## src/rtl/tx_sched_if.sv

```systemverilog
// Control/status bundle between the register bank and the tx burst sequencer.
// The master side drives the control inputs and reads status; the
// sequencer sits on the slave side.
interface tx_sched_if #(
    parameter int OS    = 4,
    parameter int CNT_W = 16
);
    localparam int PH_W = (OS > 1) ? $clog2(OS) : 1;

    logic             i_start;
    logic             i_stop;
    logic [CNT_W-1:0] i_burst_len;
    logic [PH_W-1:0]  i_phase_ofs;

    logic             o_sym_en;
    logic [PH_W-1:0]  o_phase;
    logic             o_fill;
    logic             o_out_valid;
    logic             o_busy;
    logic             o_done;
    logic [CNT_W-1:0] o_sym_cnt;

    modport master (
        output i_start, i_stop, i_burst_len, i_phase_ofs,
        input  o_sym_en, o_phase, o_fill, o_out_valid, o_busy, o_done, o_sym_cnt
    );

    modport slave (
        input  i_start, i_stop, i_burst_len, i_phase_ofs,
        output o_sym_en, o_phase, o_fill, o_out_valid, o_busy, o_done, o_sym_cnt
    );
endinterface

```

## src/rtl/tx_sched.sv

```systemverilog
// Burst sequencer for the polyphase QPSK transmit filter.
// A burst primes the delay line with NSYM fill symbols, streams data symbols
// until the burst length is reached or a stop is requested, drains with NSYM
// fill symbols and pulses done. Every state boundary lands on the last phase
// of a symbol period so the filter always sees whole symbols.
module tx_sched #(
    parameter int OS    = 4,
    parameter int NSYM  = 6,
    parameter int CNT_W = 16
) (
    input logic       clk,
    input logic       rst,
    tx_sched_if.slave bus
);
    localparam int PH_W = (OS > 1) ? $clog2(OS) : 1;
    localparam int SC_W = $clog2(NSYM + 1);
    localparam logic [PH_W-1:0] PH_LAST = PH_W'(OS - 1);
    localparam logic [SC_W-1:0] SEG_LEN = SC_W'(NSYM);

    typedef enum logic [2:0] {
        IDLE,
        PRIME,
        RUN,
        DRAIN,
        DONE
    } state_t;

    state_t           state;
    state_t           state_nx;
    logic [PH_W-1:0]  phase;
    logic [SC_W-1:0]  seg_cnt;
    logic             stop_lat;
    logic [CNT_W-1:0] burst_len_q;
    logic [CNT_W-1:0] sym_cnt;
    logic             out_valid_q;

    logic active;
    logic sym_en;
    logic sym_end;
    logic start_ok;
    logic burst_full;

    assign active     = (state == PRIME) || (state == RUN) || (state == DRAIN);
    assign sym_en     = active && (phase == '0);
    assign sym_end    = active && (phase == PH_LAST);
    assign start_ok   = (state == IDLE) && bus.i_start && !bus.i_stop;
    assign burst_full = (burst_len_q != '0) && (sym_cnt == burst_len_q);

    // State register.
    // NOTE: sequential state uses non-blocking assignments so every flop
    // samples pre-edge values regardless of block ordering.
    always_ff @(posedge clk or negedge rst) begin
        if (!rst) state <= IDLE;
        else      state <= state_nx;
    end

    // Next-state logic; transitions only fire on the last phase of a symbol.
    // NOTE: state_nx gets a default before the case so no path leaves it
    // unassigned, which would otherwise infer a latch.
    always_comb begin
        state_nx = state;
        case (state)
            IDLE:    if (start_ok) state_nx = PRIME;
            PRIME:   if (sym_end && seg_cnt == SEG_LEN) state_nx = stop_lat ? DRAIN : RUN;
            RUN:     if (sym_end && (burst_full || stop_lat)) state_nx = DRAIN;
            DRAIN:   if (sym_end && seg_cnt == SEG_LEN) state_nx = DONE;
            DONE:    state_nx = IDLE;
            default: state_nx = IDLE;
        endcase
    end

    // Polyphase counter: loaded with the start offset, free-runs while active.
    always_ff @(posedge clk or negedge rst) begin
        if (!rst) begin
            phase <= '0;
        end else if (state == IDLE) begin
            phase <= start_ok ? bus.i_phase_ofs : '0;
        end else if (active) begin
            phase <= phase + PH_W'(1);
        end
    end

    // Per-state symbol counter; restarts on every state change.
    always_ff @(posedge clk or negedge rst) begin
        if (!rst) begin
            seg_cnt <= '0;
        end else if (state_nx != state) begin
            seg_cnt <= '0;
        end else if (sym_en && seg_cnt != SEG_LEN) begin
            seg_cnt <= seg_cnt + SC_W'(1);
        end
    end

    // Stop request latch; only PRIME and RUN listen, cleared around IDLE.
    always_ff @(posedge clk or negedge rst) begin
        if (!rst) begin
            stop_lat <= 1'b0;
        end else if (state == IDLE || state == DONE) begin
            stop_lat <= 1'b0;
        end else if ((state == PRIME || state == RUN) && bus.i_stop) begin
            stop_lat <= 1'b1;
        end
    end

    // Burst length capture and saturating data-symbol counter.
    always_ff @(posedge clk or negedge rst) begin
        if (!rst) begin
            burst_len_q <= '0;
            sym_cnt     <= '0;
        end else if (start_ok) begin
            burst_len_q <= bus.i_burst_len;
            sym_cnt     <= '0;
        end else if (state == RUN && sym_en && sym_cnt != '1) begin
            sym_cnt <= sym_cnt + CNT_W'(1);
        end
    end

    // Output-valid lags RUN/DRAIN by one clock to match the filter's output register.
    always_ff @(posedge clk or negedge rst) begin
        if (!rst) out_valid_q <= 1'b0;
        else      out_valid_q <= (state == RUN) || (state == DRAIN);
    end

    assign bus.o_sym_en    = sym_en;
    assign bus.o_phase     = phase;
    assign bus.o_fill      = (state != RUN);
    assign bus.o_out_valid = out_valid_q;
    assign bus.o_busy      = (state != IDLE);
    assign bus.o_done      = (state == DONE);
    assign bus.o_sym_cnt   = sym_cnt;
endmodule

```

## src/flat_wrapper.sv

```systemverilog
// flat-port wrapper written by rule: the top's interface ports become plain ports
module tx_sched_flat 
#(
    parameter int OS    = 4,
    parameter int NSYM  = 6,
    parameter int CNT_W = 16
)
  (clk, rst, bus_i_start, bus_i_stop, bus_i_burst_len, bus_i_phase_ofs, bus_o_sym_en, bus_o_phase, bus_o_fill, bus_o_out_valid, bus_o_busy, bus_o_done, bus_o_sym_cnt);
  tx_sched_if #(.OS(OS), .CNT_W(CNT_W)) bus_i ();
  input logic clk;
  input logic rst;
  input wire logic [$bits(bus_i.i_start)-1:0] bus_i_start;
  input wire logic [$bits(bus_i.i_stop)-1:0] bus_i_stop;
  input wire logic [$bits(bus_i.i_burst_len)-1:0] bus_i_burst_len;
  input wire logic [$bits(bus_i.i_phase_ofs)-1:0] bus_i_phase_ofs;
  output wire logic [$bits(bus_i.o_sym_en)-1:0] bus_o_sym_en;
  output wire logic [$bits(bus_i.o_phase)-1:0] bus_o_phase;
  output wire logic [$bits(bus_i.o_fill)-1:0] bus_o_fill;
  output wire logic [$bits(bus_i.o_out_valid)-1:0] bus_o_out_valid;
  output wire logic [$bits(bus_i.o_busy)-1:0] bus_o_busy;
  output wire logic [$bits(bus_i.o_done)-1:0] bus_o_done;
  output wire logic [$bits(bus_i.o_sym_cnt)-1:0] bus_o_sym_cnt;
  assign bus_i.i_start = bus_i_start;
  assign bus_i.i_stop = bus_i_stop;
  assign bus_i.i_burst_len = bus_i_burst_len;
  assign bus_i.i_phase_ofs = bus_i_phase_ofs;
  assign bus_o_sym_en = bus_i.o_sym_en;
  assign bus_o_phase = bus_i.o_phase;
  assign bus_o_fill = bus_i.o_fill;
  assign bus_o_out_valid = bus_i.o_out_valid;
  assign bus_o_busy = bus_i.o_busy;
  assign bus_o_done = bus_i.o_done;
  assign bus_o_sym_cnt = bus_i.o_sym_cnt;
  tx_sched #(.OS(OS), .NSYM(NSYM), .CNT_W(CNT_W)) u_core (.clk(clk), .rst(rst), .bus(bus_i));
endmodule
```

## config.mk

```make
export PLATFORM = sky130hd
export DESIGN_NAME = tx_sched_flat
export DESIGN_NICKNAME = d
export VERILOG_FILES = /design/src/rtl/tx_sched_if.sv /design/src/rtl/tx_sched.sv /design/src/flat_wrapper.sv
export SDC_FILE = /design/constraint.sdc
export NUM_CORES = 1
export LEC_CHECK = 0
export ABC_AREA = 1
export CAP_MARGIN = 20
export CORE_ASPECT_RATIO = 1.4
export CORE_UTILIZATION = 45
export DETAILED_ROUTE_END_ITERATION = 10
export GPL_ROUTABILITY_DRIVEN = 0
export PLACE_DENSITY_LB_ADDON = 0.3
export SLEW_MARGIN = 20
export SYNTH_ARGS = -nofsm -noshare
export SYNTH_HDL_FRONTEND = slang
export SYNTH_SLANG_ARGS = --single-unit
```

## constraint.sdc

```tcl
create_clock -name clk -period 1.73 [get_ports clk]
set_input_delay 0.346 -clock clk [delete_from_list [all_inputs] [get_ports clk]]
set_output_delay 0.346 -clock clk [all_outputs]
set_load 0.02 [all_outputs]
```

# Word level (Yosys, flattened, before mapping)
# Cells that the tools add are included.
[totals] regBits=42 input_bits=22 out_inout_bits=23 elab_cells=61
[classes] add_sub_neg=3 n_eq_ne=11 n_mux=15 n_reduce_logical=25
[ops] cell="$mux 16" n=2
[ops] cell="$mux 3" n=6
[ops] cell="$add 16x1->16 const B" n=1
[ops] cell="$eq 16x16->1" n=1
[ops] cell="$ne 16x16->1 const B" n=1
[ops] cell="$reduce_bool 16->1" n=1
[ops] cell="$pmux 3 s4" n=1
[ops] cell="$logic_and 1x1->1" n=11
[ops] cell="$reduce_bool 2->1" n=4
[ops] cell="$eq 3x2->1 const B" n=2
[ops] cell="$eq 3x3->1 const B" n=2
[ops] cell="$mux 2" n=3
[ops] cell="$logic_or 1x1->1" n=5
[ops] cell="$add 3x1->3 const B" n=1
[ops] cell="$eq 3x1->1 const B" n=1
[ops] cell="$logic_not 3->1" n=1
[ops] cell="$mux 1" n=3
[ops] cell="$ne 3x2->1 const B" n=1
[ops] cell="$ne 3x3->1" n=1
[ops] cell="$ne 3x3->1 const B" n=1
[ops] cell="$reduce_bool 3->1" n=1
[ops] cell="$add 2x1->2 const B" n=1
[ops] cell="$eq 2x2->1 const B" n=1
[ops] cell="$logic_not 2->1" n=1
[ops] cell="$logic_not 1->1" n=1

# Depth between registers and ports, before layout
# Gate-level depths: netlist of the first run.
[logic_depth] ltp_word=9 mapped_depth=12 ltp_nobuf=12

# Worst setup path after synthesis of the first run
# Ideal clock, no wire load.
[synth_timing] path_kind="register -> register" start="register u_core.phase[0] (netlist: u_core.bus.o_phase[0])" end="register u_core.seg_cnt[1]" setup_ns=0.072 arrival_time_ns=1.837 t_required_ns=1.658 slack_ns=-0.179 stages_incl_launch_ff=9 cell_sequence="dfrtp_1 -> inv_1 -> ha_1 -> inv_1 -> nor3_1 -> nand2_1 -> o21ai_0 -> inv_1 -> nor2_1"
[synth_lines] item="from (decl)" line="tx_sched.sv:30" text="logic [PH_W-1:0] phase;"
[synth_lines] item="from (signal assigned)" line="tx_sched.sv:77" text="phase <= start_ok ? bus.i_phase_ofs : '0;"
[synth_lines] item="from (signal assigned)" line="tx_sched.sv:79" text="phase <= phase + PH_W'(1);"
[synth_lines] item="$logic_not 2->1" line="tx_sched.sv:44" text="assign sym_en = active && (phase == '0);"
[synth_lines] item="$logic_and 1x1->1" line="tx_sched.sv:44"
[synth_lines] item="net bus_o_sym_en" line="flat_wrapper.sv:16" text="output wire logic [$bits(bus_i.o_sym_en)-1:0] bus_o_sym_en;"
[synth_lines] item="$logic_and 1x1->1" line="tx_sched.sv:89" text="end else if (sym_en && seg_cnt != SEG_LEN) begin"
[synth_lines] item="$reduce_bool 2->1 (no source line)"
[synth_lines] item="to (signal assigned)" line="tx_sched.sv:90" text="seg_cnt <= seg_cnt + SC_W'(1);"
[synth_lines] item="to (decl)" line="tx_sched.sv:31" text="logic [SC_W-1:0] seg_cnt;"
# The timed path passes the listed nets, and every way through them passes these cells.
# A chain may end at the register's enable or synchronous reset.

# Worst setup path after layout of the first run
[layout_timing] start="register u_core.phase[0] (netlist: u_core.bus.o_phase[0])" end="register u_core.sym_cnt[11] (netlist: u_core.bus.o_sym_cnt[11])"
[layout_between] elab_chain_len=5
[layout_rtl] item="$logic_not 2->1" line="tx_sched.sv:44"
[layout_rtl] item="$logic_and 1x1->1" line="tx_sched.sv:44"
[layout_rtl] item="$logic_and 1x1->1 (2 in series)" line="tx_sched.sv:113" text="end else if (state == RUN && sym_en && sym_cnt != '1) begin"
[layout_rtl] item="$reduce_bool 2->1 (no source line)"
[layout_rtl] item="to (signal assigned)" line="tx_sched.sv:114" text="sym_cnt <= sym_cnt + CNT_W'(1);"
[layout_rtl] item="to (decl)" line="tx_sched.sv:34" text="logic [CNT_W-1:0] sym_cnt;"
# No other way between the ends.

==> results of run 1 <==
[logic make-up (layout without fill, tap and decap cells)]
kind of cell,after synthesis,after routing,share of synthesized area (%)
AOI/OAI and AO/OA,41,41,9.04
xor gates and xnor gates,10,10,3.64
DFF,42,42,43.7
buffers and inverters,50,115,8.21
adders and majority gates,5,5,2.60
and+or+nand+nor,172,172,32.8
[timing repair]
item,CTS,global route
buffers inserted,0,5
gates resized for setup,16,31
gates cloned,0,0
setup endpoints to repair,11,22
pin swaps,0,12
[worst paths after layout]
kind                                  startpoint                       end  slack (ns)  cells after the start
setup / recovery           u_core.bus.o_phase[0]  u_core.bus.o_sym_cnt[11]        0.01                     11
max in group asynchronous                    rst           u_core.state[2]        1.23                      2
hold reg to reg            u_core.burst_len_q[5]     u_core.burst_len_q[5]        0.53                      2
setup reg to reg           u_core.bus.o_phase[0]  u_core.bus.o_sym_cnt[11]        0.01                     11
hold / removal                               rst   u_core.bus.o_sym_cnt[2]        0.12                      2
min in group clk           u_core.burst_len_q[5]     u_core.burst_len_q[5]        0.53                      2
[cells in the mapped netlist, types with 2 or more instances]
cell type | instances | share of area [%]
nand2_4 | 4 | 1.9
ha_1 | 5 | 2.6
inv_1 | 44 | 6.9
buf_2 | 2 | 0.42
o21ai_1 | 2 | 0.42
o21ai_0 | 20 | 4.2
buf_4 | 2 | 0.62
nor2_8 | 3 | 2.5
nor3_1 | 5 | 1.0
dfrtp_1 | 42 | 44
xnor2_1 | 9 | 3.3
nand2_1 | 107 | 17
a21oi_1 | 14 | 2.9
nor2_4 | 4 | 1.9
nor2_1 | 35 | 5.5
nand3_1 | 12 | 2.5
a211oi_1 | 2 | 0.62
[state kept, by name (all words and copies together), names as in the netlist]
name	count
u_core.state	3
u_core.bus.o_sym_cnt	16
u_core.burst_len_q	16
u_core.bus.o_phase	2
u_core.stop_lat	1
u_core.seg_cnt	3
u_core.bus.o_out_valid	1
[metal layers]
metal / vias up / GRT usage (%)
met5: - / 0
li1: 1118 / -
met1: 1019 / 24.7
met4: 0 / 8.47
met2: 44 / 39.9
met3: 11 / 3.87
[area by class of cell]
class | instances | area [um^2]
sequential | 42 | 1050
clock inverter | 1 | 5.00
tap | 66 | 82.6
inverter | 45 | 171
clock buffer | 7 | 86.3
fill | 479 | 1960
timing repair buffer | 62 | 583
multi-input combinational | 228 | 1220
[where the power goes]
| part | internal [mW] | total, mW | switching (mW) |
|---|---|---|---|
| combinational | 0.0418 | 0.0686 | 0.0268 |
| sequential | 0.981 | 0.981 | 0 |
| clock | 0.322 | 0.660 | 0.338 |
| total | 1.34 | 1.71 | 0.365 |
[worst max-delay path: stages, from the launching register on]
cell and delay, ns:
dfrtp_1 0.41, inv_1 0.07, ha_2 0.16, inv_2 0.04, buf_6 0.11, nor2_4 0.10, nand2_4 0.12, nor2_8 0.16
nand2_4 0.09, nor2_8 0.17, buf_4 0.12, a21oi_1 0.05
[through the flow]
stage                     setup slack, ns  area, um^2  power [mW]  hold slack (ns)  util, %
after global routing              -0.0734        3200        1.78            0.161     62.0
final                              0.0112        3200        1.71            0.116     62.0
after CTS                        -0.00217        3080        1.72            0.132     59.6
after detailed placement          -0.0347        3000        1.07            0.450     58.1
after floorplan                    0.0737        2410        1.00           0.0504        -
after global placement            -0.0227        3000        1.07            0.449     58.1
==> impl_metrics.py, run 1 <==
metrics = {
    "status": {
        "status": "finished clean",
    },
    "route": {
        "ant_nets": 0,
        "wl_met2_um": 2920,
        "wl_per_cell_um": 12.2,
        "met1Wirelength_um": 2300,
        "drt_wl_total_um": 5520,
        "vias_per_cell": 4.86,
        "top_layer_used": "met4",
        "dr_wl_met3_um": 169,
        "firstDrtPassIters": 4,
        "drt_iter0_drc": 91,
        "drc": 0,
        "vias": 2192,
    },
    "cts": {
        "h-tree-depth": 2,
        "cts.path.max_buffers": 2,
        "worstSkewPairLatency_ns": 0.30,
        "cts_root_buffer": "clkbuf_8",
        "cts_sinks": 42,
        "cts_tree": "done",
        "numCtsBuffers": 5,
        "cts_hold_buffers": 0,
        "clk_pin_slew_ns": 0.08,
    },
    "synthesis": {
        "synth_cell_type_count": 25,
        "synth_cells": 320,
        "ys_seq_area_share_pct": 43.7,
        "synth-seq-cells": 42,
        "async_flop_share_pct": 100,
        "synth_edf_count": 0,
        "avgSynthCellArea_um2": 7.52,
        "yosysWarnings": 0,
        "synth_area_mm2": 0.00241,
        "synthFlopType": "dfrtp_1",
        "syn-num-nets": 347,
    },
    "timing": {
        "fin_crit_ns": 1.72,
        "rsz0062_at_grt": "yes",
        "finalHoldViolations": 0,
        "fin_crit_sh_pct": 99.4,
        "fin_worst_skew_ns": 0.00770,
        "tns_ns": 0,
        "slew_violations": 0,
        "max_clock_freq_mhz": 582,
        "setup_violations": 0,
        "worst_pin_slew_ns": 0.544,
        "slew_headroom_pct": 63.7,
    },
    "pwr": {
        "p_leak_nw": 1.76,
        "p_per_area_mw_per_mm2": 534,
        "irDropWorstVdd_v": 0.000523,
    },
    "critical_path": {
        "worst_ep_required_time_ns": 1.91,
        "path_class": "reg -> reg",
        "cp-end-kind": "flop",
        "worstSetupStartpointType": "flop",
        "worst-path-max-fanout": 6,
        "crit_arrival_ns": 1.90,
    },
    "placed_design": {
        "dpl.cell_count": 438,
        "place_hpwl_um": 4120,
        "portBuffers": 44,
    },
    "floorplanning": {
        "io_pins": 45,
        "fp.dieW_um": 63.8,
        "die_h_um": 88.5,
        "design.core.area_mm2": 0.00516,
        "design.die.area_mm2": 0.00565,
        "rows": 31,
        "initial_utilization_pct": 46.7,
    },
    "global_route": {
        "grt_use_total_pct": 21.6,
        "overflow": 0,
        "grt_pass1_vias": 2154,
        "antenna_found_initial": 0,
        "grt_pass1_wl_um": 9340,
        "grt_max_degree": 43,
    },
    "final_layout": {
        "final_common_cell": "nand2_1",
        "antenna_cells": 0,
        "nets": 411,
        "syn_to_final_growth_pct": 32.9,
        "layout_common_cells": "107 x nand2_1, 41 x dfrtp_1, 40 x inv_1, 33 x nor2_1, 23 x clkdlybuf4s50_1",
        "layout-drive-gt1-share_pct": 15.1,
        "final_cells": 451,
    },
    "flow_run": {
        "cap_violations": 0,
    },
    "min_path": {
        "hold_path.class": "in -> async",
    },
}
Note: power is estimated with default switching activity, not from simulation.
==> run 2: changes to the inputs <==
Settings changed: CAP_MARGIN 20 to not set, REMOVE_ABC_BUFFERS set to 1, SETUP_SLACK_MARGIN set to 0.5.
==> impl_metrics.py, run 2 (synthesis gave the netlist of run 1 again) <==
metrics = {
    "floorplanning": {
        "rows": 31,
        "design.core.area_mm2": 0.00516,
        "design.die.area_mm2": 0.00565,
        "fp.dieW_um": 63.8,
        "die_h_um": 88.5,
        "initial_utilization_pct": 46.7,
        "io_pins": 45,
    },
    "final_layout": {
        "layout-drive-gt1-share_pct": 45.3,
        "layout_common_cells": "73 x nand2_1, 39 x buf_6, 34 x dfrtp_1, 33 x inv_1",
        "final_cells": 488,
        "syn_to_final_growth_pct": 66.5,
        "final_common_cell": "nand2_1",
        "antenna_cells": 0,
        "nets": 448,
        "final_cell_area_mm2": 0.00401,
    },
    "global_route": {
        "grt_use_total_pct": 26.5,
        "grt_max_degree": 24,
        "overflow": 0,
        "antenna_found_initial": 0,
        "grt_pass1_wl_um": 11300,
        "grt_pass1_vias": 2364,
    },
    "status": {
        "violations": "hold timing, setup timing",
        "status": "finished, violations left",
    },
    "route": {
        "drt_iter0_drc": 221,
        "drc": 0,
        "wl_per_cell_um": 17.6,
        "vias_per_cell": 5.43,
        "vias": 2651,
        "firstDrtPassIters": 5,
        "ant_nets": 0,
        "drt_wl_total_um": 8590,
    },
    "critical_path": {
        "path_class": "reg -> reg",
        "cp-end-kind": "flop",
        "worst_ep_required_time_ns": 1.93,
        "crit_arrival_ns": 2.07,
        "worst-path-max-fanout": 5,
        "worstSetupStartpointType": "flop",
    },
    "cts": {
        "cts_sinks": 42,
        "cts_root_buffer": "clkbuf_8",
        "clk_pin_slew_ns": 0.09,
        "cts_tree": "done",
        "worstSkewPairLatency_ns": 0.31,
        "h-tree-depth": 2,
        "cts.path.max_buffers": 2,
        "numCtsBuffers": 5,
    },
    "pwr": {
        "irDropWorstVdd_v": 0.000404,
        "p_leak_nw": 1.99,
        "p_per_area_mw_per_mm2": 441,
    },
    "timing": {
        "finalWorstSetupSlack_ns": -0.143,
        "fin_worst_skew_ns": 0.00815,
        "slew_violations": 0,
        "slew_headroom_pct": 67.0,
        "setup_violations": 11,
        "max_clock_freq_mhz": 534,
        "fin_crit_sh_pct": 108,
        "worst_pin_slew_ns": 0.495,
        "rsz0062_at_grt": "yes",
        "timing.hold.ws_ns": -0.00664,
        "fin_crit_ns": 1.87,
        "finalHoldViolations": 9,
    },
    "placed_design": {
        "portBuffers": 44,
        "pre_cts_slack_ns": -0.114,
        "place_hpwl_um": 4150,
        "dpl.cell_count": 440,
        "place_area_mm2": 0.00302,
    },
    "flow_run": {
        "cap_violations": 0,
    },
    "min_path": {
        "hold_path.class": "in -> async",
    },
}
[run 2: cell types whose count changed in the layout (fill, tap and decap cells not counted), sizes merged, moves of 2 or more]
cell           change
dlymetal6s2s       -9
clkbuf             -2
dlygate4sd2        -8
clkdlybuf4s50      -3
buf               +58
[run 2: cell type report]
type	instances	area (um^2)
multi-input combinational	228	1530
clock buffer	6	82.6
sequential	42	1060
timing repair buffer	99	1050
clock inverter	2	12.5
tap	66	82.6
inverter	45	186
fill	308	1150
[run 2: power breakdown]
part | internal (mW) | leakage (nW) | switching [mW] | total (mW)
clock | 0.322 | 0.0472 | 0.381 | 0.702
combinational | 0.0458 | 1.43 | 0.0383 | 0.0841
sequential | 0.981 | 0.506 | 0 | 0.981
total | 1.35 | 1.99 | 0.419 | 1.77
[run 2: metrics by stage]
stage               TNS (ns)  hold slack (ns)  total power, mW  util, %
floorplan              -3.10           0.0504             1.00        -
global placement      -0.100            0.338             1.07     58.6
global route           -1.44           0.0240             1.81     77.7
finish                -0.804         -0.00664             1.77     77.7
detailed placement    -0.117            0.336             1.07     58.6
CTS                        0           0.0155             1.75     69.8
[run 2: final timing paths]
| kind | endpoint | cells past startpoint | slack [ns] | from |
|---|---|---|---|---|
| max | u_core.seg_cnt[2] | 12 | -0.14 | u_core.bus.o_sym_cnt[2] |
| min | u_core.bus.o_sym_cnt[2] | 1 | -0.007 | rst |
| max reg2reg | u_core.seg_cnt[2] | 12 | -0.14 | u_core.bus.o_sym_cnt[2] |
| min reg2reg | u_core.burst_len_q[7] | 2 | 0.55 | u_core.burst_len_q[7] |
| max in group asynchronous | u_core.bus.o_sym_cnt[13] | 2 | 1.22 | rst |
| min in group clk | u_core.burst_len_q[7] | 2 | 0.55 | u_core.burst_len_q[7] |
[run 2: what timing repair did]
| action | 4_1_cts | 5_1_grt |
|---|---|---|
| buffers inserted | 22 | 15 |
| hold buffers | 0 | 0 |
| gates cloned | 3 | 0 |
| pin swaps | 14 | 23 |
| endpoints found under the setup margin | 63 | 63 |
| resized for setup | 210 | 90 |
[run 2: layer usage]
layer,share of wire [%],routed length [um],track usage (%)
met1,36,3080,29.3
met5,0,0,0
met4,5.3,456,10.1
met3,4.9,418,3.74
met2,54,4630,51.0
[run 2: worst max-delay path, stage by stage, from the launching register on]
cell,delay (ns)
dfrtp_2,0.46
inv_1,0.13
nand2_1,0.07
nand2_1,0.08
nand2_1,0.11
nor2_1,0.17
nand3_1,0.14
o21bai_1,0.17
nand2_1,0.11
nand2_1,0.10
nand2_1,0.07
nand3_2,0.09
nor2_1,0.05
